### config.mk
export PLATFORM = sky130hd
export DESIGN_NAME = if_axi_fetch
export DESIGN_NICKNAME = d
export VERILOG_FILES = /design/src/rtl/if_axi_fetch_pkg.sv /design/src/rtl/if_axi_fetch.sv
export SDC_FILE = /design/constraint.sdc
export NUM_CORES = 1
export LEC_CHECK = 0
export BUFFER_PORTS_ARGS = -buffer_cell sky130_fd_sc_hd__buf_2
export CAP_MARGIN = 5
export CORE_MARGIN = 5
export CORE_UTILIZATION = 40
export CTS_CLUSTER_DIAMETER = 40
export DETAILED_ROUTE_END_ITERATION = 7
export PLACE_DENSITY = 0.62
export SLEW_MARGIN = 30
export SYNTH_ARGS = -nofsm -noshare
export SYNTH_HDL_FRONTEND = slang
export SYNTH_SLANG_ARGS = --single-unit
### constraint.sdc
create_clock -name clk -period 2.6 [get_ports clk]
set_input_delay 0.39 -clock clk [delete_from_list [all_inputs] [get_ports clk]]
set_output_delay 0.39 -clock clk [all_outputs]
set_load 0.01 [all_outputs]
### src/rtl/if_axi_fetch_pkg.sv
// rtl/if_axi_fetch_pkg.sv - shared encodings and constants for the instruction-fetch stage
package if_axi_fetch_pkg;

   typedef enum logic [1:0] {
      FETCH_IDLE = 2'd0,
      FETCH_ADDR = 2'd1,
      FETCH_DATA = 2'd2,
      FETCH_HOLD = 2'd3
   } fetch_state_t;

   localparam logic [31:0] NOP_INST      = 32'h0000_0000;
   localparam logic [1:0]  AXI_RESP_OKAY = 2'b00;
   // instruction access, secure, unprivileged
   localparam logic [2:0]  ARPROT_INST   = 3'b100;

endpackage

### src/rtl/if_axi_fetch.sv
// rtl/if_axi_fetch.sv - PC to AXI4-Lite read fetch stage with registered IF/ID output
module if_axi_fetch
   import if_axi_fetch_pkg::*;
#(
   parameter int ADDR_W = 32,
   parameter int DATA_W = 32,
   parameter logic [DATA_W-1:0] NOP_INST = DATA_W'(if_axi_fetch_pkg::NOP_INST)
) (
   input  logic              clk,
   input  logic              rst,
   input  logic [ADDR_W-1:0] pc_i,
   input  logic              fetch_en_i,
   input  logic              flush_i,
   input  logic              stall_i,
   output logic              stallreq_o,
   output logic [DATA_W-1:0] inst_o,
   output logic [ADDR_W-1:0] inst_pc_o,
   output logic              inst_valid_o,
   output logic              fetch_err_o,
   output logic [ADDR_W-1:0] araddr,
   output logic [2:0]        arprot,
   output logic              arvalid,
   input  logic              arready,
   input  logic [DATA_W-1:0] rdata,
   input  logic [1:0]        rresp,
   input  logic              rvalid,
   output logic              rready
);

   fetch_state_t      state, state_n;
   logic              discard, discard_n;
   logic [ADDR_W-1:0] araddr_n;

   // one-entry buffer for a beat that arrived while decode was stalled
   logic [DATA_W-1:0] hold_data;
   logic [ADDR_W-1:0] hold_pc;
   logic              hold_err;
   logic              hold_ld;

   logic              deliver;
   logic [DATA_W-1:0] del_data;
   logic [ADDR_W-1:0] del_pc;
   logic              del_err;
   logic              r_err;

   assign r_err   = (rresp != AXI_RESP_OKAY);
   assign arprot  = ARPROT_INST;
   assign arvalid = (state == FETCH_ADDR);
   assign rready  = (state == FETCH_DATA);

   // PC may move only when an instruction leaves, fetching is off, or a flush reloads it
   assign stallreq_o = !(deliver || !fetch_en_i || flush_i);

   // next-state, discard tracking and delivery selection
   always_comb begin
      state_n   = state;
      discard_n = discard;
      araddr_n  = araddr;
      hold_ld   = 1'b0;
      deliver   = 1'b0;
      del_data  = rdata;
      del_pc    = araddr;
      del_err   = r_err;
      case (state)
         FETCH_IDLE: begin
            if (fetch_en_i && !flush_i) begin
               araddr_n = pc_i;
               state_n  = FETCH_ADDR;
            end
         end
         FETCH_ADDR: begin
            // arvalid must stay up until accepted, so a flush only marks the beat stale
            if (flush_i)
               discard_n = 1'b1;
            if (arready)
               state_n = FETCH_DATA;
         end
         FETCH_DATA: begin
            if (rvalid) begin
               state_n   = FETCH_IDLE;
               discard_n = 1'b0;
               if (!discard && !flush_i) begin
                  if (stall_i) begin
                     hold_ld = 1'b1;
                     state_n = FETCH_HOLD;
                  end else begin
                     deliver = 1'b1;
                  end
               end
            end else if (flush_i) begin
               discard_n = 1'b1;
            end
         end
         FETCH_HOLD: begin
            del_data = hold_data;
            del_pc   = hold_pc;
            del_err  = hold_err;
            if (flush_i) begin
               state_n = FETCH_IDLE;
            end else if (!stall_i) begin
               deliver = 1'b1;
               state_n = FETCH_IDLE;
            end
         end
         default: state_n = FETCH_IDLE;
      endcase
   end

   // control state and the AR address register
   always_ff @(posedge clk) begin
      if (!rst) begin
         state   <= FETCH_IDLE;
         discard <= 1'b0;
         araddr  <= '0;
      end else begin
         state   <= state_n;
         discard <= discard_n;
         araddr  <= araddr_n;
      end
   end

   // capture a returned beat that decode could not take yet
   always_ff @(posedge clk) begin
      if (!rst) begin
         hold_data <= '0;
         hold_pc   <= '0;
         hold_err  <= 1'b0;
      end else if (hold_ld) begin
         hold_data <= rdata;
         hold_pc   <= araddr;
         hold_err  <= r_err;
      end
   end

   // IF/ID output registers: flush clears, deliver loads, stall holds, otherwise a bubble
   always_ff @(posedge clk) begin
      if (!rst) begin
         inst_o       <= NOP_INST;
         inst_pc_o    <= '0;
         inst_valid_o <= 1'b0;
         fetch_err_o  <= 1'b0;
      end else if (flush_i) begin
         inst_o       <= NOP_INST;
         inst_valid_o <= 1'b0;
         fetch_err_o  <= 1'b0;
      end else if (deliver) begin
         inst_o       <= del_err ? NOP_INST : del_data;
         inst_pc_o    <= del_pc;
         inst_valid_o <= 1'b1;
         fetch_err_o  <= del_err;
      end else if (!stall_i) begin
         inst_o       <= NOP_INST;
         inst_valid_o <= 1'b0;
         fetch_err_o  <= 1'b0;
      end
   end

endmodule

Word level (Yosys, flattened, before mapping)
Index checks and enable logic that the tools add are counted.
{"block": "totals", "out_inout_bits": 104, "elab_cells": 64, "input_bits": 73, "register_bits": 166}
{"block": "classes", "n_bitwise": 2, "reduce_logical": 15, "n_eq_ne": 8, "n_mux": 29}
{"op": "$mux W32", "count": 5}
{"op": "$mux W1", "count": 14}
{"op": "$mux W2", "count": 7}
{"op": "$pmux W2 S4", "count": 1}
{"op": "$eq A2 B2 Y1 const B", "count": 2}
{"op": "$logic_not A1 Y1", "count": 4}
{"op": "$ne A2 B1 Y1 const B", "count": 2}
{"op": "$ne A2 B2 Y1 const B", "count": 2}
{"op": "$pmux W1 S2", "count": 2}
{"op": "$reduce_and A2 Y1", "count": 2}
{"op": "$reduce_and A4 Y1", "count": 1}
{"op": "$reduce_bool A2 Y1", "count": 2}
{"op": "$ne A3 B3 Y1 const B", "count": 1}
{"op": "$eq A2 B1 Y1 const B", "count": 1}
{"op": "$logic_and A1 B1 Y1", "count": 2}
{"op": "$logic_not A2 Y1", "count": 1}
{"op": "$logic_or A1 B1 Y1", "count": 2}
{"op": "$not A1 Y1", "count": 2}
{"op": "$reduce_or A2 Y1", "count": 1}

Depth between registers and ports, before layout
{"block": "depth", "word_depth": 8, "mapped_depth": 8, "mapped_depth_nobuf": 6}

Worst setup path after synthesis
No wires, ideal clock.
{"block": "synth_path", "path_kind": "reg2reg", "startpoint": "register state[0]", "endpoint": "register inst_pc_o[22]", "setup_ns": 0.070, "arrival_ns": 1.596, "required_ns": 2.530, "path_slack_ns": 0.934, "path_buffers": 1, "stages_incl_launch_ff": 8, "period_less_slack_ns": 1.666, "path_cell_list": "dfxtp_1 -> inv_1 -> ha_1 -> and3b_1 -> o21ai_1 -> clkbuf_1 -> nand2_1 -> a21boi_1"}
{"block": "synth_between", "elab_chain_len": 3, "word_cells_on_any_way": 5}
{"element": "start: declaration", "line": "if_axi_fetch.sv:30", "text": "fetch_state_t state, state_n;"}
{"element": "start signal: assignment", "line": "if_axi_fetch.sv:116", "text": "state <= state_n;"}
{"element": "$eq A2 B2 Y1"}
{"element": "net rready", "line": "if_axi_fetch.sv:27", "text": "output logic rready"}
{"element": "$pmux W1 S2", "line": "if_axi_fetch.sv:64", "text": "case (state)"}
{"element": "$reduce_and A2 Y1 (no source line)"}
{"element": "end signal: assignment", "line": "if_axi_fetch.sv:148", "text": "inst_pc_o <= del_pc;"}
{"element": "end: declaration", "line": "if_axi_fetch.sv:17", "text": "output logic [ADDR_W-1:0] inst_pc_o,"}
The timed path passes the listed nets, and every way through them passes these cells.
A chain may end at the register's enable or synchronous reset.

Worst setup path in the final report
{"block": "layout_path", "startpoint": "register state[0]", "endpoint": "output stallreq_o"}
{"block": "layout_between", "elab_chain_len": 5, "word_cells_on_any_way": 6}
{"element": "$eq A2 B2 Y1", "line": "if_axi_fetch.sv:64"}
{"element": "$pmux W1 S2 (*)", "line": "if_axi_fetch.sv:64"}
{"element": "$logic_or A1 B1 Y1 (*) (2 in series)", "line": "if_axi_fetch.sv:52", "text": "assign stallreq_o = !(deliver || !fetch_en_i || flush_i);"}
{"element": "$logic_not A1 Y1 (*)", "line": "if_axi_fetch.sv:52"}
{"element": "end: declaration", "line": "if_axi_fetch.sv:15", "text": "output logic stallreq_o,"}
Mark *: on every way between the ends. The rest lies on a longest branch, timed or not.

==> flow_metrics.tcl <==
set metrics [dict create \
    syn_area_per_cell_um2 8.78 \
    fp.coreArea_um2 16500 \
    area.sequential_um2 3320 \
    grt_setup_unrepaired "no" \
    worst_setup_path_startpoint "state[0]" \
    numCtsBuffers 17 \
    global_route_wire_length_before_repair_um 28500 \
    routed_via_density 4.94 \
    final_period_minus_worst_setup_slack_ps 2380 \
    grt.total_usage 0.181 \
    max-clock-path-buffers 2 \
    critPathRequiredTime_ps 2210 \
    fin_crit_sh 0.914 \
    cell_count_after_synthesis 760 \
    worstPathMaxFanout 22 \
    vdd_ir_drop_max_uv 478 \
    p_leak_nw 3.26 \
    io-pin-count 177 \
    hold_violation_count_in_the_final_report 0 \
    min-delay-start "pc_i[15]" \
    floorplan.initialDensity 0.405 \
    max_cap_viol_count 0 \
    synth-seq-cells 166 \
    grt_start_max_net_pins 80 \
    dpl-instance-area_um2 7680 \
    initialDrtViolationCount 217 \
    synthesis.yosys.warnings 0 \
    hold-worst-slack_ps 204 \
    multiInputGateArea_um2 3050 \
    route.vias.total 5627 \
    fraction_of_the_yosys_area_taken_by_sequential_cells 0.498 \
    drt-total-wl_um 17200 \
    setup_ws_ps 224 \
    cts_setup_buffers 0 \
    flop_pwr_share 0.472 \
    mappedNetlistArea_um2 6670 \
    worstSetupPathType "reg2out" \
    p_comb_frac 0.108 \
    final_cell_mix "260 x sky130_fd_sc_hd__nand2_1, 172 x sky130_fd_sc_hd__buf_2, 166 x sky130_fd_sc_hd__dfxtp_1" \
    clockPowerShare 0.420 \
    post-route-drc-count 0 \
    place.gp.congestion 0.768 \
    endpoint_kind_of_the_worst_setup_timing_path "output pin" \
    finalNetCount 984 \
    finalSetupViolations 0 \
    floorplan.die_area_um2 19400 \
    cts_hold_buffers 0 \
    worst_skew_pair.late_latency_ps 420 \
    drt.antenna.violating_nets 0 \
    die_height_um 139 \
    postCtsResizedCells 0 \
    first_global_vias 5363 \
    ctsHtreeMaxLevel 4 \
    antenna_violations_before_repair 1 \
    post-place-ws_ps 582 \
    outcome "finished, final reports clean" \
    power.density_nw_per_um2 696 \
    relSlewSlack 0.627 \
    crit_path_start_kind "flop" \
    drt_pass1_iterations 4 \
    area_growth_pct 23.6 \
    clk_root_buffer_cell "sky130_fd_sc_hd__clkbuf_16" \
    netSwitchingPower_mw 1.42 \
    detailedPlacementHpwl_um 11500 \
    switching_share 0.248 \
    finish.instance_area_um2 8250 \
    internal_power_mw 4.32 \
    arrival_time_at_the_worst_endpoint_ps 1990 \
    dieWidth_um 139 \
    port_buffers 173 \
    synthDistinctLibCells 34 \
    finalMaxSlewViolations 0 \
    timing.clock.skew_ps 5.36 \
    fmaxAchievable_mhz 421 \
    grt_overflow 0 \
    clkSinkCount 166 \
    path_clk_slew_ps 60 \
    setup_total_negative_slack_ps 0 \
    worst-r2r-cell-count 7 \
    core.rowCount 47 \
    fillers 1615 \
    wire_per_inst_um 15.1 \
    max_slew.worst_pin.slew_ps 560 \
    min_path_type "in2reg" \
    rr_startpoint "state[0]" \
    drive_gt1_frac 0.245 \
    cts_tree "built" \
    holdPathStages 3 \
    most_frequent_standard_cell_in_the_layout_excluding_fill_and_tap_cells "sky130_fd_sc_hd__nand2_1" \
]
-- area by class of cell --
type / instances / area share
timing repair buffer: 190 / 0.124
tap: 220 / 0.0334
clock buffer: 20 / 0.0554
inverter: 3 / 0.00137
multi-input combinational: 528 / 0.370
antenna: 1 / 0.000303
clock inverter: 10 / 0.0129
sequential: 166 / 0.403
-- through the flow --
stage,power [mW],std cells,util
2_1_floorplan,3.13,761,-
3_3_place_gp,3.39,1107,0.467
3_5_place_dp,3.39,1107,0.467
4_1_cts,5.82,1137,0.501
5_1_grt,6.02,1137,0.501
6_report,5.74,1138,0.501
-- critical path, cell delays in order, from the launching register on --
cell and delay (ps):
sky130_fd_sc_hd__dfxtp_1 430, sky130_fd_sc_hd__ha_4 320, sky130_fd_sc_hd__buf_4 340, sky130_fd_sc_hd__nor2_1 130, sky130_fd_sc_hd__o21a_1 190, sky130_fd_sc_hd__buf_2 150
-- final timing paths --
| path | to | slack [ps] |
|---|---|---|
| hold reg to reg | inst_pc_o[26] | 440 |
| setup / recovery | stallreq_o | 220 |
| setup reg to reg | hold_pc[15] | 600 |
| hold / removal | araddr[15] | 200 |
-- logic make-up after synthesis --
kind of cell	synth area share
AND/OR/NAND/NOR	0.171
flip-flops	0.498
multiplexers	0.0480
other	0.00113
adder cells (fa/ha/maj)	0.00938
AO/OA/AOI/OAI	0.221
buffers and inverters	0.0512
-- cells in the mapped netlist (all sizes together) --
cell type	n	area share
clkbuf	28	0.016
a32o	2	0.0030
conb	2	0.0011
buf	36	0.033
nand2b	3	0.0028
nor2b	2	0.0019
nand4bb	1	0.0017
mux2i	32	0.048
inv	3	0.0017
dfxtp	166	0.50
nor3b	1	0.0011
nand3b	1	0.0011
o211ai	2	0.0022
a21boi	128	0.14
a32oi	32	0.042
and3b	3	0.0039
nand3	1	0.00075
nand2	261	0.15
nor2	5	0.0028
o21a	1	0.0011
a21oi	1	0.00075
and4bb	1	0.0019
o21ai	35	0.026
nor3	5	0.0045
ha	5	0.0094
o2111a	1	0.0017
and2	2	0.0019
-- state kept, by name, indices dropped and copies added, names as in the netlist --
| signal | count |
|---|---|
| fetch_err_o | 1 |
| inst_valid_o | 1 |
| araddr | 32 |
| hold_pc | 32 |
| hold_data | 32 |
| inst_pc_o | 32 |
| state | 2 |
| hold_err | 1 |
| inst_o | 32 |
| discard | 1 |
-- metal layers --
layer | GRT usage | wire length, µm | vias up
li1 | - | - | 2857
met1 | 0.240 | 7990 | 2602
met2 | 0.287 | 7990 | 143
met3 | 0.0476 | 941 | 23
met4 | 0.0608 | 297 | 2
met5 | 0 | 13 | -
-- power by group through the flow --
stage	combinational (mW)	sequential, mW	clock, mW
after floorplan	0.363	2.77	0
after detailed placement	0.626	2.77	0
after global placement	0.628	2.77	0
final	0.619	2.71	2.42
after CTS	0.629	2.71	2.49
after global routing	0.691	2.73	2.61
No activity file was read; power rests on OpenSTA's default activity.
